--- config.mk ---
export PLATFORM = sky130hd
export DESIGN_NAME = text_row_buffer
export DESIGN_NICKNAME = d
export VERILOG_FILES = /design/src/rtl/text_row_buffer.sv
export SDC_FILE = /design/constraint.sdc
export NUM_CORES = 1
export LEC_CHECK = 0
export BUFFER_PORTS_ARGS = -buffer_cell sky130_fd_sc_hd__buf_2
export CAP_MARGIN = 30
export CORE_UTILIZATION = 60
export DETAILED_ROUTE_END_ITERATION = 16
export PLACE_DENSITY_LB_ADDON = 0.05
export SYNTH_ARGS = -nofsm -noshare
export SYNTH_HDL_FRONTEND = slang
export SYNTH_SLANG_ARGS = --single-unit
--- constraint.sdc ---
create_clock -name clk -period 3.6 [get_ports clk]
set_input_delay 0.72 -clock clk [delete_from_list [all_inputs] [get_ports clk]]
set_output_delay 0.72 -clock clk [all_outputs]
set_load 0.02 [all_outputs]
--- src/rtl/text_row_buffer.sv ---
// -----------------------------------------------------------------------------
// text_row_buffer
//
// Writable multi-row character buffer for the OLED text path. The display
// logic reads characters by address with one cycle of latency; producers
// write characters and control commands through a valid/ready port.
// Writing past the last cell, or a newline on the last row, scrolls the
// whole screen up one row and blanks the bottom row.
//
// Ports:
//   clk          system clock
//   rst_n        asynchronous active-low reset
//   readAddress  display read address (ADDRESS_OFFSET maps to cell 0)
//   outByte      character at readAddress, registered (1 cycle latency)
//   wr_valid     command valid
//   wr_ready     command accepted this cycle when wr_valid=1
//   wr_cmd       00 PUT, 01 SET_CURSOR, 10 CLEAR, 11 NEWLINE
//   wr_data      character for PUT
//   wr_addr      target for SET_CURSOR (ADDRESS_OFFSET applied)
//   cursor       current cell index, 0..N-1
//   busy         CLEAR or SCROLL sweep in progress (equals !wr_ready)
// -----------------------------------------------------------------------------
module text_row_buffer #(
  parameter int                ADDR_W         = 8,
  parameter int                COLS           = 16,
  parameter int                ROWS           = 4,
  parameter logic [ADDR_W-1:0] ADDRESS_OFFSET = '0,
  parameter logic [7:0]        FILL_CHAR      = 8'h00
) (
  input  logic              clk,
  input  logic              rst_n,
  input  logic [ADDR_W-1:0] readAddress,
  output logic [7:0]        outByte,
  input  logic              wr_valid,
  output logic              wr_ready,
  input  logic [1:0]        wr_cmd,
  input  logic [7:0]        wr_data,
  input  logic [ADDR_W-1:0] wr_addr,
  output logic [ADDR_W-1:0] cursor,
  output logic              busy
);

  localparam int N     = COLS * ROWS;
  localparam int IDX_W = (N > 1) ? $clog2(N) : 1;

  // Range limit for address checks, one bit wider so N = 2^ADDR_W still works.
  localparam logic [ADDR_W:0]   N_EXT       = (ADDR_W + 1)'(N);
  localparam logic [ADDR_W-1:0] LAST_CELL   = ADDR_W'(N - 1);
  // First cell of the bottom row; also the number of cells moved by a scroll.
  localparam logic [ADDR_W-1:0] SCROLL_BASE = ADDR_W'((ROWS - 1) * COLS);
  localparam logic [ADDR_W-1:0] COLS_A      = ADDR_W'(COLS);
  localparam logic [IDX_W-1:0]  COLS_I      = IDX_W'(COLS);

  localparam logic [1:0] ST_IDLE   = 2'd0;
  localparam logic [1:0] ST_CLEAR  = 2'd1;
  localparam logic [1:0] ST_SCROLL = 2'd2;

  localparam logic [1:0] CMD_PUT     = 2'b00;
  localparam logic [1:0] CMD_SET     = 2'b01;
  localparam logic [1:0] CMD_CLEAR   = 2'b10;
  localparam logic [1:0] CMD_NEWLINE = 2'b11;

  // Character store: single write port, combinational reads.
  logic [7:0] mem_q [N];

  logic [1:0]        state_q, state_d;
  logic [ADDR_W-1:0] k_q, k_d;
  logic [ADDR_W-1:0] cursor_q, cursor_d;
  logic [7:0]        out_q, out_d;

  logic              mem_we;
  logic [IDX_W-1:0]  mem_wa;
  logic [7:0]        mem_wd;

  logic [ADDR_W-1:0] rd_idx;
  logic              rd_hit;
  logic [ADDR_W-1:0] set_idx;
  logic              set_hit;
  logic [ADDR_W-1:0] next_row_start;
  logic [IDX_W-1:0]  scroll_src;
  logic              sweep_last;

  assign wr_ready = (state_q == ST_IDLE);
  assign busy     = !wr_ready;
  assign cursor   = cursor_q;
  assign outByte  = out_q;

  // Offset removal wraps modulo 2^ADDR_W, so addresses below the offset
  // become large and fall out of range.
  assign rd_idx  = readAddress - ADDRESS_OFFSET;
  assign rd_hit  = ({1'b0, rd_idx} < N_EXT);
  assign set_idx = wr_addr - ADDRESS_OFFSET;
  assign set_hit = ({1'b0, set_idx} < N_EXT);

  assign next_row_start = ((cursor_q / COLS_A) + 1'b1) * COLS_A;

  // Source cell one row below the sweep position. Only meaningful while
  // k_q < SCROLL_BASE; beyond that the fill character is selected instead.
  assign scroll_src = k_q[IDX_W-1:0] + COLS_I;
  assign sweep_last = (k_q == LAST_CELL);

  // ---------------------------------------------------------------------------
  // Next-state logic: command execution and sweep sequencing
  // ---------------------------------------------------------------------------
  always_comb begin
    state_d  = state_q;
    k_d      = k_q;
    cursor_d = cursor_q;
    mem_we   = 1'b0;
    mem_wa   = k_q[IDX_W-1:0];
    mem_wd   = FILL_CHAR;

    case (state_q)
      ST_IDLE: begin
        if (wr_valid) begin
          case (wr_cmd)
            CMD_PUT: begin
              mem_we = 1'b1;
              mem_wa = cursor_q[IDX_W-1:0];
              mem_wd = wr_data;
              if (cursor_q == LAST_CELL) begin
                cursor_d = SCROLL_BASE;
                state_d  = ST_SCROLL;
                k_d      = '0;
              end else begin
                cursor_d = cursor_q + 1'b1;
              end
            end
            CMD_SET: begin
              // Out-of-range targets are silently dropped.
              if (set_hit) begin
                cursor_d = set_idx;
              end
            end
            CMD_CLEAR: begin
              cursor_d = '0;
              state_d  = ST_CLEAR;
              k_d      = '0;
            end
            default: begin // CMD_NEWLINE
              if (cursor_q >= SCROLL_BASE) begin
                cursor_d = SCROLL_BASE;
                state_d  = ST_SCROLL;
                k_d      = '0;
              end else begin
                cursor_d = next_row_start;
              end
            end
          endcase
        end
      end

      ST_CLEAR: begin
        mem_we = 1'b1;
        mem_wd = FILL_CHAR;
        if (sweep_last) begin
          state_d = ST_IDLE;
          k_d     = '0;
        end else begin
          k_d = k_q + 1'b1;
        end
      end

      ST_SCROLL: begin
        mem_we = 1'b1;
        mem_wd = (k_q < SCROLL_BASE) ? mem_q[scroll_src] : FILL_CHAR;
        if (sweep_last) begin
          state_d = ST_IDLE;
          k_d     = '0;
        end else begin
          k_d = k_q + 1'b1;
        end
      end

      default: begin
        // Unreachable encoding: recover through a full clear.
        state_d = ST_CLEAR;
        k_d     = '0;
      end
    endcase
  end

  // ---------------------------------------------------------------------------
  // Read path: one-cycle registered lookup, zero outside the buffer
  // ---------------------------------------------------------------------------
  always_comb begin
    out_d = 8'h00;
    if (rd_hit) begin
      out_d = mem_q[rd_idx[IDX_W-1:0]];
    end
  end

  // ---------------------------------------------------------------------------
  // State registers. Reset lands in CLEAR so the array is initialised by the
  // normal sweep rather than by resetting every cell.
  // ---------------------------------------------------------------------------
  always_ff @(posedge clk or negedge rst_n) begin
    if (!rst_n) begin
      state_q  <= ST_CLEAR;
      k_q      <= '0;
      cursor_q <= '0;
      out_q    <= 8'h00;
    end else begin
      state_q  <= state_d;
      k_q      <= k_d;
      cursor_q <= cursor_d;
      out_q    <= out_d;
    end
  end

  // Array write port; contents are intentionally not reset.
  always_ff @(posedge clk) begin
    if (mem_we) begin
      mem_q[mem_wa] <= mem_wd;
    end
  end

endmodule

Word-level counts from Yosys, hierarchy flattened. Memory sizes are Yosys's and may differ from the RTL's. Index checks and enable logic that the tools add are counted.

Register bits: 26. Bits in writable memories: 512. Input port bits: 29. Output and inout port bits: 18. Logic and storage cells: 61. Memories: 1.

Add/sub/neg operators: 4. Magnitude comparators: 4. Equal/unequal tests: 12. Mux-type cells: 29. Reductions and logical operators: 7.

Memories: mem_q (depth 64, width 8, read ports 2, clocked after memory_dff 0, write ports 1, line 64) `logic [7:0] mem_q [N];`.

Operators with widths (count): $mux W8 (11); $pmux W8 S3 (2); $pmux W8 S2 (2); $mux W6 (3); $add A8 B1 Y8 const B (2); $eq A8 B6 Y1 const B (2); $lt A8 B7 Y1 const B (2); $ge A8 B6 Y1 const B (1); $lt A8 B6 Y1 const B (1); $mux W2 (4); $add A6 B5 Y6 const B (1); $ne A2 B2 Y1 const B (3); $pmux W2 S3 (1); $reduce_and A5 Y1 (1); $add A4 B1 Y4 const B (1); $eq A2 B1 Y1 const B (2); $eq A2 B2 Y1 const B (2); $logic_not A2 Y1 (2); $mux W1 (4); $ne A4 B1 Y1 const B (1); $pmux W2 S2 (1); $reduce_and A4 Y1 (1); $ne A3 B3 Y1 const B (1); $reduce_and A3 Y1 (1); other kinds (4) (4).

Logic depth before layout (Yosys ltp).
Word-level depth: 6. Depth in mapped cells: 9.

Worst setup path before layout. OpenSTA, ideal clock, no wires.

Path kind: register to register. Start: reg k_q[0]. End: mem mem_q[0][1], data pin. Setup time: 0.601 ns. Data arrival time: 2.724 ns. Data required time: 2.999 ns. Setup slack: 0.275 ns. Stages on the path, launching flop included: 9. Path buffers: 3. Period minus slack after synthesis: 3.325 ns. Path through: dfrtp_1 > buf_2 > buf_4 > buf_2 > mux2_2 > a221oi_1 > a22oi_1 > o2111ai_1 > nand3_1.

Cells in the longest elaborated chain, start to end: 4. Elaborated cells on any way between the ends: 5. Classes of those cells: add/sub (1); order compare (1); mux (2); memory (1).

Ends and longest elaborated chain: start, declared (line 67) `logic [ADDR_W-1:0] k_q, k_d;`; start signal, assigned (line 205) `k_q <= k_d;`; $add A6 B5 Y6 (line 99) `assign scroll_src = k_q[IDX_W-1:0] + COLS_I;`; $mem_v2 Z64 W8; $mux W8 * (line 166) `mem_wd = (k_q < SCROLL_BASE) ? mem_q[scroll_src] : FILL_CHAR;`; $pmux W8 S2 * (line 113) `case (state_q)`; net mem_wd[1] (line 73) `logic [7:0] mem_wd;`; end, declared (line 64).

The timed path passes the listed nets; every way through them passes the cells marked *.

Worst setup path in the final report.
Start: reg k_q[0]. End: mem mem_q[28][7], data pin.

The elaborated chain is that of the path after synthesis.

==> results.json <==
{
  "outcome": "finished clean",
  "placed_area_sq_mm": 0.0276,
  "synth-seq-area-share": 0.623,
  "synth-edff-count": 512,
  "gp_congestion": 0.922,
  "cp-end-kind": "flop",
  "initialDrtViolationCount": 2033,
  "mostFrequentLayoutCells": "512 x edfxtp_1, 248 x mux4_2, 144 x buf_4, 85 x nor2_1, 80 x mux2i_1",
  "hold_buffers": 0,
  "vias": 15800,
  "swShare": 0.308,
  "p_per_area_mw_per_mm2": 650,
  "syn_nets": 1467,
  "dr.pass1.iters": 7,
  "portBuffers": 46,
  "cellLeakagePower_nw": 9.82,
  "p_clk_frac": 0.308,
  "dieArea_sq_mm": 0.0437,
  "irDropWorstVdd_mv": 0.447,
  "report.final.hold_viol_count": 0,
  "slew_headroom": 0.296,
  "hp-class": "input pin to async pin",
  "post_cts.repair.setup_buffers": 0,
  "post-route-drc-count": 0,
  "stdcell_area_sq_mm": 0.0294,
  "comb_power_share": 0.284,
  "required_ps": 3920,
  "antenna_found_initial": 1,
  "drive_gt1_frac": 0.359,
  "wire_per_inst_um": 33.8,
  "netSwitchingPower_mw": 5.90,
  "cts.sinks": 538,
  "fillers": 2654,
  "grt_pass1_wl_um": 106000,
  "die_h_um": 209,
  "postSynthAreaPerCell_sq_um": 18.0,
  "synth_ff_type": "edfxtp_1",
  "layout_min_cycle_time_ps": 3230,
  "clk_latency_ps": 600,
  "cts_resized": 0,
  "rsz0062_at_grt": "false",
  "worst_setup_path_start_kind": "flop",
  "grt_max_degree": 65,
  "finalClockSkew_ps": 13.3,
  "clk_pin_slew_ps": 60,
  "fmax_mhz": 310,
  "wl_um": 73500,
  "seqPwrFrac": 0.408,
  "top_layer": "met4",
  "core_sq_mm": 0.0421,
  "yosysWarnings": 0,
  "finalNetCount": 1628,
  "routed-wl-met2_um": 34400,
  "drv_cap": 0,
  "synth_cells": 1430,
  "syn_area_sq_mm": 0.0257,
  "grt-ovfl-total": 0,
  "min_period_over_period": 0.896,
  "via_per_inst": 7.27,
  "layout_commonest_cell": "edfxtp_1",
  "path_max_fanout": 56,
  "initial_core_util": 0.611,
  "p_int_mw": 13.2,
  "rows": 75,
  "ys_types": 66,
  "synthArstFlopShare": 0.0483,
  "area_delta_synth_final_pct": 14.4,
  "postRouteAntennaNets": 0,
  "crit_type": "flop to flop",
  "tns_ps": 0,
  "grt_pass1_vias": 15300,
  "numCtsBuffers": 54,
  "track_usage": 0.346,
  "ys_ff_latch": 538,
  "htree_levels": 2,
  "final-setup-viol-count": 0,
  "maxSlewViolCount": 0,
  "worstPathArrival_ps": 3540,
  "dp_hpwl_um": 49800,
  "wl_met3_um": 7820,
  "wl_met1_um": 27400,
  "tritoncts": "yes",
  "io_pins": 47,
  "clock_tree.root_cell": "clkbuf_16",
  "worst_pin_slew_ps": 1030,
  "die-width_um": 209,
  "clock_path_buffers": 3
}
## sequential cells by signal, indices dropped and copies added, names as in the netlist
name / count
cursor: 8
k_q: 8
mem_q: 512
outByte: 8
state_q: 2
## per-stage QoR
stage               total power [mW]  hold WS (ps)  std cells   util  setup slack [ps]
floorplan                       11.1           424       1430      -               275
global placement                13.2           514       2073  0.655               455
detailed placement              13.3           550       2074  0.655               455
CTS                             19.2           156       2173  0.699               442
global route                    19.6           193       2174  0.699               365
finish                          19.1           161       2174  0.699               373
## Yosys cell counts, drive strengths merged (3+ instances only)
cell type,number,area (sq um)
o2111ai,9,78.8
nand4,13,81.3
nand3,40,200
clkbuf,31,116
nand2b,8,50.1
or3b,3,26.3
edfxtp,512,15400
o221ai,11,96.3
a221oi,10,87.6
o21ai,24,120
mux4,248,5590
o21a,3,22.5
mux2i,80,801
a211o,6,52.6
and2,3,18.8
a31oi,8,50.1
o31ai,4,30.0
nor3,4,20.0
or3,6,37.5
inv,13,48.8
o22a,7,61.3
ha,8,100
nand2,72,270
nand3b,4,30.0
nor2,85,319
and3,3,18.8
a22oi,8,60.1
buf,71,417
o211ai,5,37.5
nor2b,8,50.1
dfrtp,25,626
a221o,7,70.1
mux2,23,259
o221a,7,78.8
a21oi,19,95.1
o22ai,10,62.6
## area by class of cell
type | count | area [sq um] | share of cell area
flip-flops and latches | 538 | 16000 | 0.545
repair buffers | 207 | 1670 | 0.0566
diodes | 1 | 2.50 | 0.0000850
well taps | 539 | 674 | 0.0229
clock buffers | 62 | 1400 | 0.0476
clock inverters | 37 | 450 | 0.0153
multi-input cells | 776 | 9160 | 0.311
inverters | 14 | 52.6 | 0.00178
## metal layers
layer  GRT usage  vias up
met1       0.488     8194
met4       0.161        0
met5           0        -
met2       0.530     1039
met3      0.0649      186
li1            -     6377
## critical path, cell delays in order (launching register included)
cell       delay (ps)
dfrtp_4           610
buf_12            240
buf_4             210
mux4_2            510
mux2i_1           370
nand3_1           140
o2111ai_1         230
nand3_2           280
buf_12            280
## power groups by stage
stage	Sequential (mW)	Combinational (mW)	Clock [mW]
finish	7.81	5.44	5.89
global route	7.83	5.64	6.17
CTS	7.80	5.39	5.96
detailed placement	7.93	5.37	0
global placement	7.92	5.29	0
floorplan	7.82	3.32	0
## logic make-up after synthesis
logic type,share of synthesized area
AOI/OAI and AO/OA,0.0446
and+or+nand+nor,0.0478
adders and majority gates,0.00389
DFF,0.623
muxes,0.258
buffers and inverters,0.0228
## worst paths after layout
| kind | depth (start not counted) | slack, ps | start | to |
|---|---|---|---|---|
| setup / recovery | 8 | 370 | k_q[0] | mem_q[28][7] |
| hold / removal | 1 | 160 | rst_n | k_q[7] |
| setup reg to reg | 8 | 370 | k_q[0] | mem_q[28][7] |
| hold reg to reg | 2 | 550 | state_q[0] | state_q[0] |
| max in group asynchronous | 1 | 2930 | rst_n | k_q[0] |
| min in group clk | 3 | 330 | wr_addr[0] | cursor[0] |
(Power assumes the default switching activity.)
